[src/rtl/cordic_pkg.sv]
// Shared constants and types for the CORDIC phase generator and rotator front end.
package cordic_pkg;

  localparam int unsigned ANGLE_W         = 32;
  localparam int unsigned CORDIC_GAIN_INV = 19898;

  localparam logic [ANGLE_W-1:0] ANGLE_90 = 32'h4000_0000;
  localparam logic [ANGLE_W-1:0] ANGLE_45 = 32'h2000_0000;

  typedef enum logic [1:0] {
    ST_IDLE = 2'd0,
    ST_RUN  = 2'd1,
    ST_DONE = 2'd2
  } state_e;

endpackage

[src/rtl/cordic_phase_acc.sv]
// Phase accumulator: phase/fcw registers with modulo-2^32 add.
// Linear FCW sweep is built only when CORDIC_PHASE_SWEEP_EN is defined.
module cordic_phase_acc
  import cordic_pkg::*;
(
  input  logic               clock,
  input  logic               reset,
  input  logic               load,
  input  logic               advance,
  input  logic [ANGLE_W-1:0] phase_in,
  input  logic [ANGLE_W-1:0] fcw_in,
`ifdef CORDIC_PHASE_SWEEP_EN
  input  logic [ANGLE_W-1:0] dfcw_in,
`endif
  output logic [ANGLE_W-1:0] phase_o
);

  logic [ANGLE_W-1:0] phase_q, phase_d;
  logic [ANGLE_W-1:0] fcw_q, fcw_d;
`ifdef CORDIC_PHASE_SWEEP_EN
  logic [ANGLE_W-1:0] dfcw_q, dfcw_d;
`endif

  always_comb begin
    phase_d = phase_q;
    fcw_d   = fcw_q;
`ifdef CORDIC_PHASE_SWEEP_EN
    dfcw_d  = dfcw_q;
`endif
    if (load) begin
      phase_d = phase_in;
      fcw_d   = fcw_in;
`ifdef CORDIC_PHASE_SWEEP_EN
      dfcw_d  = dfcw_in;
`endif
    end else if (advance) begin
      phase_d = phase_q + fcw_q;
`ifdef CORDIC_PHASE_SWEEP_EN
      fcw_d   = fcw_q + dfcw_q;
`endif
    end
  end

  always_ff @(posedge clock) begin
    if (reset) begin
      phase_q <= '0;
      fcw_q   <= '0;
`ifdef CORDIC_PHASE_SWEEP_EN
      dfcw_q  <= '0;
`endif
    end else begin
      phase_q <= phase_d;
      fcw_q   <= fcw_d;
`ifdef CORDIC_PHASE_SWEEP_EN
      dfcw_q  <= dfcw_d;
`endif
    end
  end

  assign phase_o = phase_q;

endmodule

[src/rtl/cordic_phase_gen.sv]
// Burst/continuous angle generator with gain-compensated seeds for the CORDIC rotator.
// Optional linear chirp via CORDIC_PHASE_SWEEP_EN.
module cordic_phase_gen
  import cordic_pkg::*;
#(
  parameter int unsigned WIDTH   = 16,
  parameter int unsigned COUNT_W = 16
) (
  input  logic               clock,
  input  logic               reset,
  input  logic               cfg_valid,
  output logic               cfg_ready,
  input  logic [ANGLE_W-1:0] cfg_phase,
  input  logic [ANGLE_W-1:0] cfg_fcw,
  input  logic [ANGLE_W-1:0] cfg_dfcw,
  input  logic [WIDTH-1:0]   cfg_amp,
  input  logic [COUNT_W-1:0] cfg_len,
  input  logic               stop,
  output logic [ANGLE_W-1:0] angle,
  output logic [WIDTH-1:0]   x_start,
  output logic [WIDTH-1:0]   y_start,
  output logic               sample_valid,
  output logic               busy,
  output logic               done
);

  localparam int unsigned PROD_W = 2 * WIDTH;

  state_e             state_q, state_d;
  logic [COUNT_W-1:0] remaining_q, remaining_d;
  logic [ANGLE_W-1:0] angle_q, angle_d;
  logic [WIDTH-1:0]   x_q, x_d;
  logic [WIDTH-1:0]   y_q, y_d;
  logic               sample_valid_q, sample_valid_d;
  logic               done_q, done_d;
  logic               load_c, advance_c;
  logic [ANGLE_W-1:0] phase_c;

  // Amplitude pre-scaled by 1/K; full 2*WIDTH product so -2^(WIDTH-1) cannot overflow
  logic signed [PROD_W-1:0] amp_ext_c, gain_ext_c, amp_prod_c;
  logic [WIDTH-1:0]         x_scaled_c;

  assign amp_ext_c  = PROD_W'(signed'(cfg_amp));
  assign gain_ext_c = PROD_W'(CORDIC_GAIN_INV);
  assign amp_prod_c = amp_ext_c * gain_ext_c;
  assign x_scaled_c = WIDTH'(amp_prod_c >>> 15);

  cordic_phase_acc u_acc (
    .clock    (clock),
    .reset    (reset),
    .load     (load_c),
    .advance  (advance_c),
    .phase_in (cfg_phase),
    .fcw_in   (cfg_fcw),
`ifdef CORDIC_PHASE_SWEEP_EN
    .dfcw_in  (cfg_dfcw),
`endif
    .phase_o  (phase_c)
  );

`ifndef CORDIC_PHASE_SWEEP_EN
  logic unused_dfcw_c;
  assign unused_dfcw_c = ^cfg_dfcw;
`endif

  always_comb begin
    state_d        = state_q;
    remaining_d    = remaining_q;
    angle_d        = angle_q;
    x_d            = x_q;
    y_d            = y_q;
    sample_valid_d = 1'b0;
    done_d         = 1'b0;
    load_c         = 1'b0;
    advance_c      = 1'b0;
    case (state_q)
      ST_IDLE: begin
        if (cfg_valid) begin
          load_c      = 1'b1;
          remaining_d = cfg_len;
          x_d         = x_scaled_c;
          y_d         = '0;
          state_d     = ST_RUN;
        end
      end
      ST_RUN: begin
        if (stop) begin
          state_d = ST_IDLE;
        end else begin
          sample_valid_d = 1'b1;
          angle_d        = phase_c;
          advance_c      = 1'b1;
          // remaining == 0 means continuous mode
          if (remaining_q != '0) begin
            remaining_d = remaining_q - COUNT_W'(1);
            if (remaining_q == COUNT_W'(1)) state_d = ST_DONE;
          end
        end
      end
      ST_DONE: begin
        done_d  = 1'b1;
        state_d = ST_IDLE;
      end
      default: state_d = ST_IDLE;
    endcase
  end

  always_ff @(posedge clock) begin
    if (reset) begin
      state_q        <= ST_IDLE;
      remaining_q    <= '0;
      angle_q        <= '0;
      x_q            <= '0;
      y_q            <= '0;
      sample_valid_q <= 1'b0;
      done_q         <= 1'b0;
    end else begin
      state_q        <= state_d;
      remaining_q    <= remaining_d;
      angle_q        <= angle_d;
      x_q            <= x_d;
      y_q            <= y_d;
      sample_valid_q <= sample_valid_d;
      done_q         <= done_d;
    end
  end

  assign cfg_ready    = (state_q == ST_IDLE);
  assign busy         = ~cfg_ready;
  assign angle        = angle_q;
  assign x_start      = x_q;
  assign y_start      = y_q;
  assign sample_valid = sample_valid_q;
  assign done         = done_q;

endmodule

[config.mk]
export PLATFORM = sky130hd
export DESIGN_NAME = cordic_phase_gen
export DESIGN_NICKNAME = d
export VERILOG_FILES = /design/src/rtl/cordic_pkg.sv /design/src/rtl/cordic_phase_acc.sv /design/src/rtl/cordic_phase_gen.sv
export SDC_FILE = /design/constraint.sdc
export NUM_CORES = 1
export LEC_CHECK = 0
export BUFFER_PORTS_ARGS = -buffer_cell sky130_fd_sc_hd__buf_2
export CAP_MARGIN = 10
export CORE_UTILIZATION = 60
export DETAILED_ROUTE_END_ITERATION = 7
export GPL_TIMING_DRIVEN = 0
export PLACE_DENSITY_LB_ADDON = 0.1
export SLEW_MARGIN = 10
export SYNTH_ARGS = -nofsm -noshare
export SYNTH_HDL_FRONTEND = slang
export SYNTH_HIERARCHICAL = 1
export SYNTH_SLANG_ARGS = --single-unit
export TNS_END_PERCENT = 10
[constraint.sdc]
create_clock -name clock -period 12.6 [get_ports clock]
set_input_delay 1.89 -clock clock [delete_from_list [all_inputs] [get_ports clock]]
set_output_delay 1.89 -clock clock [all_outputs]
set_load 0.05 [all_outputs]
==> results.txt, run 1 <==
Status - completed
Main synth FF type - dfxtp_1
Unique cell type count in the Yosys netlist - 74
Average size of a mapped cell - 8.587 um2
CP Capture Type - register
Power per Cell Area - 241.9 mW/mm2
Vias per cell - 5.856
Fin cells - 1,866
First-pass GRT wire length - 52.12 mm
Worst-Margin Slew - 865.7 ps
Yosys top cell area share - 21.95%
Layout cells sized above 1 - 13.88%
Clock transition at path regs - 60 ps
Post-DRT Antenna Nets - 0
Ports - 200
CTS Buffer Depth - 2
Average wire per standard cell - 17.19 um
Clk Latency, worst-skew pair - 420 ps
Residual DRC - 0
GRT Total Usage - 32.51%
LEAKAGE - 0.006713 uW
Synth-to-layout area growth - 14.79%
Core area - 0.01959 mm2
Finish-stage setup viols - 0
Footprint of the multi-input gates - 0.008562 mm2
Vias post-DR - 10,930
Htree depth - 4
Worst Path Required - 12,910 ps
Initial antenna violation count - 1
Dpl cells - 1,833
Final min period - 7001 ps
Worst hold path class - reg -> reg
Die height - 143.7 um
Total die area - 0.02064 mm2
Synth Register Bits - 132
Main area contributors after synthesis - dfxtp_1, ha_1, fa_1
Routability cong. - 0.9752
Most frequent cells in the layout - buf_2, ha_1, nand2_1, inv_1, a21oi_1
Final Hold Fails - 0
Worst Path Arrival - 7310 ps
Crit start category - input pin
Setup TNS Final - 0 ps
Clk root buf - clkbuf_16
Final worst setup slack - 5599 ps
Worst VDD drop - 0.0002728 V
Worst Skew - 10.54 ps
FFs w/ async S/R, synth - 0%
Syn Inst Count - 1,402
Sequential fraction of the synthesis area - 21.95%
# resized after CTS - 0
Largest net degree at the start of global routing - 17
Post-CTS Setup Bufs - 0
GRT met2 Usage - 51.18%
CTS tree - done
CP max FO - 8
Row cnt - 51
Hold buffers post-CTS - 0
FMAX - 142.8 MHz
EDFF count, synth - 0
IO buf count - 151
RSZ-0062 raised after global routing - no
Worst Path Class, Setup - in -> reg
Nets - 1,961
Util after Layout - 70.54%
Number of global-route vias before repair - 10,410
Die X - 143.7 um
M3 GR Usage - 5.931%
Fillers - 1,630
Synth area leader - dfxtp_1
Pre-CTS setup slack - 5224 ps
FF/Latch Area - 0.002643 mm2
Met1 usage - 45.84%
DR iter-0 viols - 860
Num CTS Buffers - 17
First-pass detailed-route iteration total - 7
Commonest non-fill, non-tap cell in the layout - buf_2
Hpwl dp - 25.28 mm
Max_slew headroom - 42.29%
TritonCTS Sinks - 132
GR Overflow Total - 0
Tcrit/Tclk final - 55.56%
Synth Cell Area - 0.01204 mm2
Drt total wl - 32.07 mm
Initial Util - 61.45%
Slew Limit Fails - 0
Max cap viols - 0
GR peak layer - met2
Ys Warns - 6
==> synthesized netlist by cell type (32+ instances only) <==
cell type and count:
a21oi_1 135, clkbuf_1 46, dfxtp_1 132, fa_1 87
ha_1 155, inv_1 144, mux2i_1 41, nand2_1 151
nor2_1 93, o21ai_0 56, xnor2_1 32, xor2_1 33
==> power breakdown <==
group	internal [uW]	switching, uW	total (uW)
Clock	342	190	532
Combinational	921	1400	2320
Sequential	460	29.3	489
Total	1720	1620	3340
==> per-layer routing <==
metal | part of all wire (%) | routed length (um) | vias up
met5 | 0 | 0 | -
met4 | 1.7 | 543 | 0
met3 | 8.5 | 2721 | 58
met2 | 44 | 14220 | 528
met1 | 45 | 14590 | 5153
li1 | - | - | 5189
==> state kept, by name, summed over array words and instances, names as in the netlist <==
signal         flops
angle             32
x_start           16
u_acc/phase_o     32
done               1
u_acc/fcw_q       32
sample_valid       1
state_q            2
remaining_q       16
==> logic make-up (layout without fill, tap and decap cells) <==
family	after synthesis	count (layout)	share of synthesized area, %
xor+xnor	65	65	4.729
mux	42	42	3.502
other cells	1	18	0.03115
simple gates	358	358	13.50
compound gates	343	343	18.31
fa+ha+maj	242	242	30.58
buf+inv	219	401	7.400
flops	132	132	21.95
==> layout make-up <==
type / instances / area share, %
diodes: 2 / 0.03622
plain buffers: 74 / 2.508
clock buffers: 20 / 3.305
clock inverters: 11 / 1.268
inverters: 145 / 3.938
multi-input cells: 1066 / 61.96
flip-flops and latches: 132 / 19.12
well taps: 265 / 2.399
repair buffers: 151 / 5.469
==> per-stage QoR <==
stage / area [um2] / power (uW) / hold WS (ps)
after floorplan: 12100 / 2312 / 436.9
after global placement: 13180 / 2744 / 436.7
after detailed placement: 13180 / 2786 / 445.8
after CTS: 13810 / 3330 / 454.3
after global routing: 13820 / 3711 / 482.3
final: 13820 / 3343 / 452.5
==> critical path, cell delays in order <==
cell       delay (ps)
buf_2             170
ha_1              420
xor2_1            180
ha_1              190
a21o_1            170
fa_1              510
fa_1              450
fa_1              550
inv_1              60
fa_1              520
inv_1              40
ha_1              260
clkbuf_1          290
and3_1            250
nand2_1            90
o31ai_2           490
a41o_1            330
a2111oi_0         110
a311o_1           340
==> worst paths after layout <==
| path | start | cells after the start | slack, ps | endpoint |
|---|---|---|---|---|
| worst max-delay path | cfg_amp[10] | 19 | 5600 | x_start[12] |
| worst min-delay path | angle[26] | 2 | 450 | angle[26] |
| worst max register to register | state_q[0] | 12 | 8800 | u_acc/phase_o[24] |
| worst min register to register | angle[26] | 2 | 450 | angle[26] |
(Power assumes the default switching activity.)
==> run 2, diff against run 1 <==
--- a/config.mk
+++ b/config.mk
@@ -7,7 +7,7 @@
 export LEC_CHECK = 0
 export BUFFER_PORTS_ARGS = -buffer_cell sky130_fd_sc_hd__buf_2
 export CAP_MARGIN = 10
-export CORE_UTILIZATION = 60
+export CORE_UTILIZATION = 53
 export DETAILED_ROUTE_END_ITERATION = 7
 export GPL_TIMING_DRIVEN = 0
 export PLACE_DENSITY_LB_ADDON = 0.1
==> constraint.sdc (replaced) <==
create_clock -name clock -period 6.3 [get_ports clock]
set_input_delay 0.945 -clock clock [delete_from_list [all_inputs] [get_ports clock]]
set_output_delay 0.945 -clock clock [all_outputs]
set_load 0.05 [all_outputs]
==> run 2 against run 1 <==
Net effect:
- the run now ends with DRC left
- sequential cell count did not move
- clock skew increased by 1.1 ps
- core utilization shrank 8.1 points
- largest cell class unchanged
- sequential share of layout area is 0.087 points higher
- first-iteration DRC count is 25% lower
- worst hold slack worse by 6.3 ps
- power grew 98%
- sequential power up 100%
- clock-buffer cell count grew 6
- global-route usage fell by 3.2 points
==> results.txt, run 2 (synthesized netlist as in run 1, its figures left out) <==
Vias post-DR - 10,730 (-1.8%)
Failing checks - DRC
Critical path cell sequence - buf_2 -> ha_1 -> fa_1 -> inv_1 -> fa_1 -> fa_1 -> fa_1 -> inv_1 -> fa_1 -> inv_1 -> ha_1 -> and3_1 -> nand2_1 -> o211a_1 -> o31ai_4 -> a41o_1 -> a2111oi_0 -> a311o_1
Number of global-route vias before repair - 10,350 (-0.55%)
Ports - 200 (unchanged)
WL met3 - 2.573 mm (-5.4%)
Worst hold path class - reg -> reg
Fillers - 2,003 (+23%)
Initial Util - 54.66% (-6.8 points)
Core area - 0.02203 mm2 (+12%)
Final min period - 5989 ps
CTS tree - done
Synth-to-layout area growth - 14.27%
RSZ-0062 raised after global routing - no
Most frequent cells in the layout - buf_2, ha_1, nand2_1, inv_1, a21oi_1
Worst Skew - 11.63 ps (+1.092 ps)
Max cap viols - 0 (unchanged)
Die X - 152.7 um (+6.3%)
CP peak stage delay - 560 ps (about the same)
Drt total wl - 32.65 mm (+1.8%)
Routability cong. - 0.9475 (-2.8%)
Average wire per standard cell - 17.39 um (+1.2%)
Nets - 1,961 (unchanged)
Slowest library cell on the worst path - fa_1
Slew Limit Fails - 0 (unchanged)
First-pass detailed-route iteration total - 8 (+1)
Layout cells sized above 1 - 13.58% (-0.30 points)
Post-DRT Antenna Nets - 0 (unchanged)
Total die area - 0.02332 mm2 (+13%)
CP max FO - 16 (+8)
RR Startpoint - state_q[0]
IO buf count - 151 (unchanged)
Crit path top cell by count - fa_1
FF/Latch Area - 0.002643 mm2 (unchanged)
Num CTS Buffers - 17 (unchanged)
Hold Path Origin - angle[28]
Hold Path End - angle[28]
FMAX - 167.0 MHz
Htree depth - 4 (unchanged)
Critical path's top delay family - adder cells
WHS Path Cells - 2 (unchanged)
Worst Path Class, Setup - in -> reg
Clock transition at path regs - 50 ps (about the same)
Hpwl dp - 26.26 mm (+3.9%)
Post-CTS Setup Bufs - 0 (unchanged)
Clk root buf - clkbuf_16
CTS Buffer Depth - 2 (unchanged)
Buf/Inv on CP - 4 (unchanged)
Worst Path Arrival - 6360 ps (-950 ps)
Worst VDD drop - 0.0005549 V (+100%)
M1 wire length - 16.00 mm (+9.7%)
Row cnt - 54 (+5.9%)
R2r worst-path depth - 12 (unchanged)
GR Overflow Total - 0 (unchanged)
Setup slack, reg-to-reg - 2570 ps (-6230 ps)
Max_slew headroom - 43.07% (+0.78 points)
Vias per cell - 5.712 (-2.5%)
Footprint of the multi-input gates - 0.008571 mm2 (+0.10%)
Setup TNS Final - 0 ps (unchanged)
Top metal layer carrying routed signals - met4
Crit start category - input pin
Final Hold Fails - 0 (unchanged)
CP Capture Type - register
Worst-Margin Slew - 854.0 ps (-11.67 ps)
WL met2 - 13.60 mm (-4.3%)
Commonest non-fill, non-tap cell in the layout - buf_2
Tcrit/Tclk final - 95.07%
Residual DRC - 14 (+14)
Initial antenna violation count - 0 (-1)
Status - finished with violations
DR iter-0 viols - 641 (-25%)
LEAKAGE - 0.006677 uW (-0.54%)
First-pass GRT wire length - 54.32 mm (+4.2%)
Finish-stage setup viols - 0 (unchanged)
Die height - 152.7 um (+6.3%)
Power per Cell Area - 480.0 mW/mm2 (+98%)
TritonCTS Sinks - 132 (unchanged)
Util after Layout - 62.46% (-8.1 points)
R2R Path End - u_acc/phase_o[24]
N_diodes - 0 (-2)
Clk Latency, worst-skew pair - 420 ps (about the same)
GRT Total Usage - 29.31% (-3.2 points)
Largest net degree at the start of global routing - 17 (unchanged)
Worst Path Required - 6670 ps (-6240 ps)
## run 2: metrics by stage
step | worst slack (ps) | total power, uW | instance area, um2 | hold slack, ps | std cells
2_1_floorplan | 556.3 | 4625 | 12100 | 436.9 | 1417
3_3_place_gp | -143.0 | 5543 | 13200 | 436.2 | 1848
3_5_place_dp | -150.6 | 5603 | 13200 | 444.5 | 1848
4_1_cts | 281.8 | 6559 | 13750 | 451.9 | 1878
5_1_grt | 14.81 | 7364 | 13760 | 468.5 | 1878
6_report | 310.5 | 6604 | 13760 | 446.1 | 1878
## run 2: what timing repair did
action | 4_1_cts | 5_1_grt
gates resized for setup | 0 | 1
endpoints found under the setup margin | 0 | 1
hold buffers | 0 | 0
## run 2: worst register-to-register path: cells and delay by family (launching register included)
family          cells  cell delay [ps]
buf+inv             6             1670
flops               1              420
simple gates        4             1030
compound gates      2              440
## run 2: worst max path at each step
| stage | startpoint | to | cells past startpoint |
|---|---|---|---|
| floorplan | cfg_amp[10] | x_start[12] | 18 |
| global placement | cfg_amp[15] | x_start[12] | 17 |
| detailed placement | cfg_amp[15] | x_start[12] | 17 |
| CTS | cfg_amp[15] | x_start[12] | 17 |
| global route | cfg_amp[6] | x_start[10] | 17 |
| finish | cfg_amp[15] | x_start[12] | 18 |
## run 2: report_power, final
part,leakage (uW),internal (uW),switching (uW)
clock network,0.000266,579,352
logic,0.00533,1850,2850
registers,0.00108,920,58.3
total,0.00668,3350,3260
## run 2: per-layer routing
metal / vias up / GRT usage [%]
li1: 5192 / -
met1: 5107 / 43.26
met2: 396 / 43.32
met3: 33 / 6.001
met4: 0 / 7.504
met5: - / 0
## run 2: final cells by class
| class | instances | share of cell area, % |
|---|---|---|
| clock inverters | 4 | 0.3456 |
| inverters | 145 | 3.956 |
| flip-flops and latches | 132 | 19.21 |
| well taps | 280 | 2.547 |
| clock buffers | 26 | 3.629 |
| multi-input cells | 1066 | 62.30 |
| plain buffers | 74 | 2.519 |
| repair buffers | 151 | 5.493 |
==> run 3, diff against run 2 <==
--- a/config.mk
+++ b/config.mk
@@ -7,6 +7,7 @@
 export LEC_CHECK = 0
 export BUFFER_PORTS_ARGS = -buffer_cell sky130_fd_sc_hd__buf_2
 export CAP_MARGIN = 10
+export CORE_ASPECT_RATIO = 0.8
 export CORE_UTILIZATION = 53
 export DETAILED_ROUTE_END_ITERATION = 7
 export GPL_TIMING_DRIVEN = 0
==> run 3 against run 2 <==
Net effect:
- design area up 0.47%
- wire length up 3.8%
- critical path depth down 3
- sequential power about the same
- sequential share of layout area down 0.090 points
- clock power up 4.3%
- setup slack worse by 91 ps
- worst hold slack better by 4.8 ps
- combinational power up 2%
- the flow now finishes without violations
- final cell count up 1.2%
- first-iteration DRC count up 80%
- register-to-register slack better by 120 ps
==> results.txt, run 3 (synthesized netlist as in run 1, its figures left out) <==
DR iter-0 viols - 1,152 (+80%)
WL met3 - 3.422 mm (+33%)
R2R Path End - u_acc/phase_o[12]
First-pass detailed-route iteration total - 5 (-3)
Die X - 170.5 um (+12%)
Htree depth - 4 (unchanged)
Worst setup path endpoint - x_start[12]
Vias per cell - 5.634 (-1.4%)
Hpwl dp - 27.44 mm (+4.5%)
FMAX - 164.4 MHz (-1.5%)
Largest net degree at the start of global routing - 17 (unchanged)
Core area - 0.02192 mm2 (-0.48%)
Vias post-DR - 10,710 (-0.21%)
Setup TNS Final - 0 ps (unchanged)
TritonCTS Sinks - 132 (unchanged)
Clk Latency, worst-skew pair - 420 ps (about the same)
Post-DRT Antenna Nets - 0 (unchanged)
RSZ-0062 raised after global routing - no
Nets - 1,961 (unchanged)
CTS Buffer Depth - 2 (unchanged)
Final min period - 6081 ps (+91.49 ps)
Row cnt - 48 (-11%)
Synth-to-layout area growth - 14.81%
Routability cong. - 0.9570 (+1.0%)
Power per Cell Area - 487.8 mW/mm2 (+1.6%)
Initial Util - 54.92% (+0.26 points)
Die height - 136.8 um (-10%)
Top metal layer carrying routed signals - met4
Post-route total power - 6742 uW (+2.1%)
GRT Total Usage - 30.02% (+0.71 points)
Final Hold Fails - 0 (unchanged)
Pre-CTS setup slack - -249.2 ps (-98.59 ps)
Slew Limit Fails - 0 (unchanged)
Finish-stage setup viols - 0 (unchanged)
IO buf count - 151 (unchanged)
Status - completed
Most frequent cells in the layout - buf_2, ha_1, nand2_1, inv_1, a21oi_1
Num CTS Buffers - 17 (unchanged)
CP Capture Type - register
Final worst setup slack - 219.0 ps (-91.49 ps)
Post-CTS Setup Bufs - 0 (unchanged)
Average wire per standard cell - 17.83 um (+2.6%)
Worst-Margin Slew - 878.4 ps (+24.40 ps)
CP max FO - 9 (-7)
Setup slack, reg-to-reg - 2690 ps (+120 ps)
Crit start category - input pin
Worst setup path startpoint - cfg_amp[7]
Max cap viols - 0 (unchanged)
Worst Path Class, Setup - in -> reg
R2r worst-path depth - 8 (-4)
Worst VDD drop - 0.0004669 V (-16%)
Residual DRC - 0 (-14)
Initial antenna violation count - 0 (unchanged)
Max_slew headroom - 41.44% (-1.6 points)
Fin cells - 1,900 (+1.2%)
Number of global-route vias before repair - 9,992 (-3.5%)
Clock transition at path regs - 60 ps (about the same)
Drt total wl - 33.88 mm (+3.8%)
N_diodes - 0 (unchanged)
Worst hold path class - reg -> reg
First-pass GRT wire length - 53.68 mm (-1.2%)
Tcrit/Tclk final - 96.52% (+1.5 points)
Clk root buf - clkbuf_16
Worst Skew - 12.77 ps (+1.141 ps)
Ports - 200 (unchanged)
Layout cells sized above 1 - 14.06% (+0.48 points)
LEAKAGE - 0.006677 uW (about the same)
RR Startpoint - state_q[1]
WL met2 - 13.24 mm (-2.6%)
M1 wire length - 17.01 mm (+6.3%)
Worst Path Required - 6610 ps (-60 ps)
GR Overflow Total - 0 (unchanged)
Dpl cells - 1,868 (+1.1%)
Total die area - 0.02333 mm2 (about the same)
Worst Path Arrival - 6390 ps (+30 ps)
CTS tree - done
==> run 3: cell count changes in the layout (fill, tap and decap cells not counted), sizes merged <==
cell,change
buf,-1
inv,+4
clkinvlp,+5
clkbuf,-6
==> run 3: through the flow <==
step,instance area [um2],utilization [%],hold WS [ps]
after floorplan,12100,-,436.9
after global placement,13230,60.34,437.1
after detailed placement,13230,60.34,441.0
after CTS,13800,62.97,452.0
after global routing,13820,63.05,470.2
final,13820,63.05,451.0
==> run 3: layout make-up <==
type                       count  area, um2
clock inverter                13      123.9
clock buffer                  19      452.9
sequential                   132       2643
tap                          300      375.4
multi-input combinational   1066       8578
fill                        1997       8099
timing repair buffer         151      758.2
inverter                     145      544.3
buffer                        74      346.6
==> run 3: timing repair <==
action | CTS | global route
setup endpoints to repair | 0 | 2
gates resized for setup | 0 | 4
hold buffers | 0 | 0
endpoints found under the hold margin | 0 | 0
==> run 3: how the worst min path moves through the flow <==
stage	slack, ps	depth (start not counted)	end	start
2_1_floorplan	440	1	done	state_q[0]
3_3_place_gp	440	2	x_start[4]	x_start[4]
3_5_place_dp	440	2	x_start[14]	x_start[14]
4_1_cts	450	2	angle[29]	angle[29]
5_1_grt	470	2	angle[5]	angle[5]
6_report	450	2	angle[30]	angle[30]
==> run 3: critical path, cell delays in order <==
cell and delay (ps):
buf_2 240, ha_1 350, ha_1 350, a21o_1 220, fa_1 550, fa_1 440, fa_1 530, fa_1 490
ha_1 280, clkbuf_1 320, nand4_1 390, o31ai_4 510, a41o_1 320, a2111oi_1 110, a311o_1 330
==> run 3: routing by layer <==
metal	GRT usage, %	vias up
met5	0	-
met4	3.654	0
met3	6.998	20
met2	41.43	478
met1	47.52	5019
li1	-	5188
==> run 3: report_power, final <==
group          total [uW]  internal [uW]  switching (uW)  leakage (uW)
clock                 971            568             402      0.000265
sequential            978            919            59.2       0.00108
combinational        4790           1870            2930       0.00533
total                6740           3350            3390       0.00668
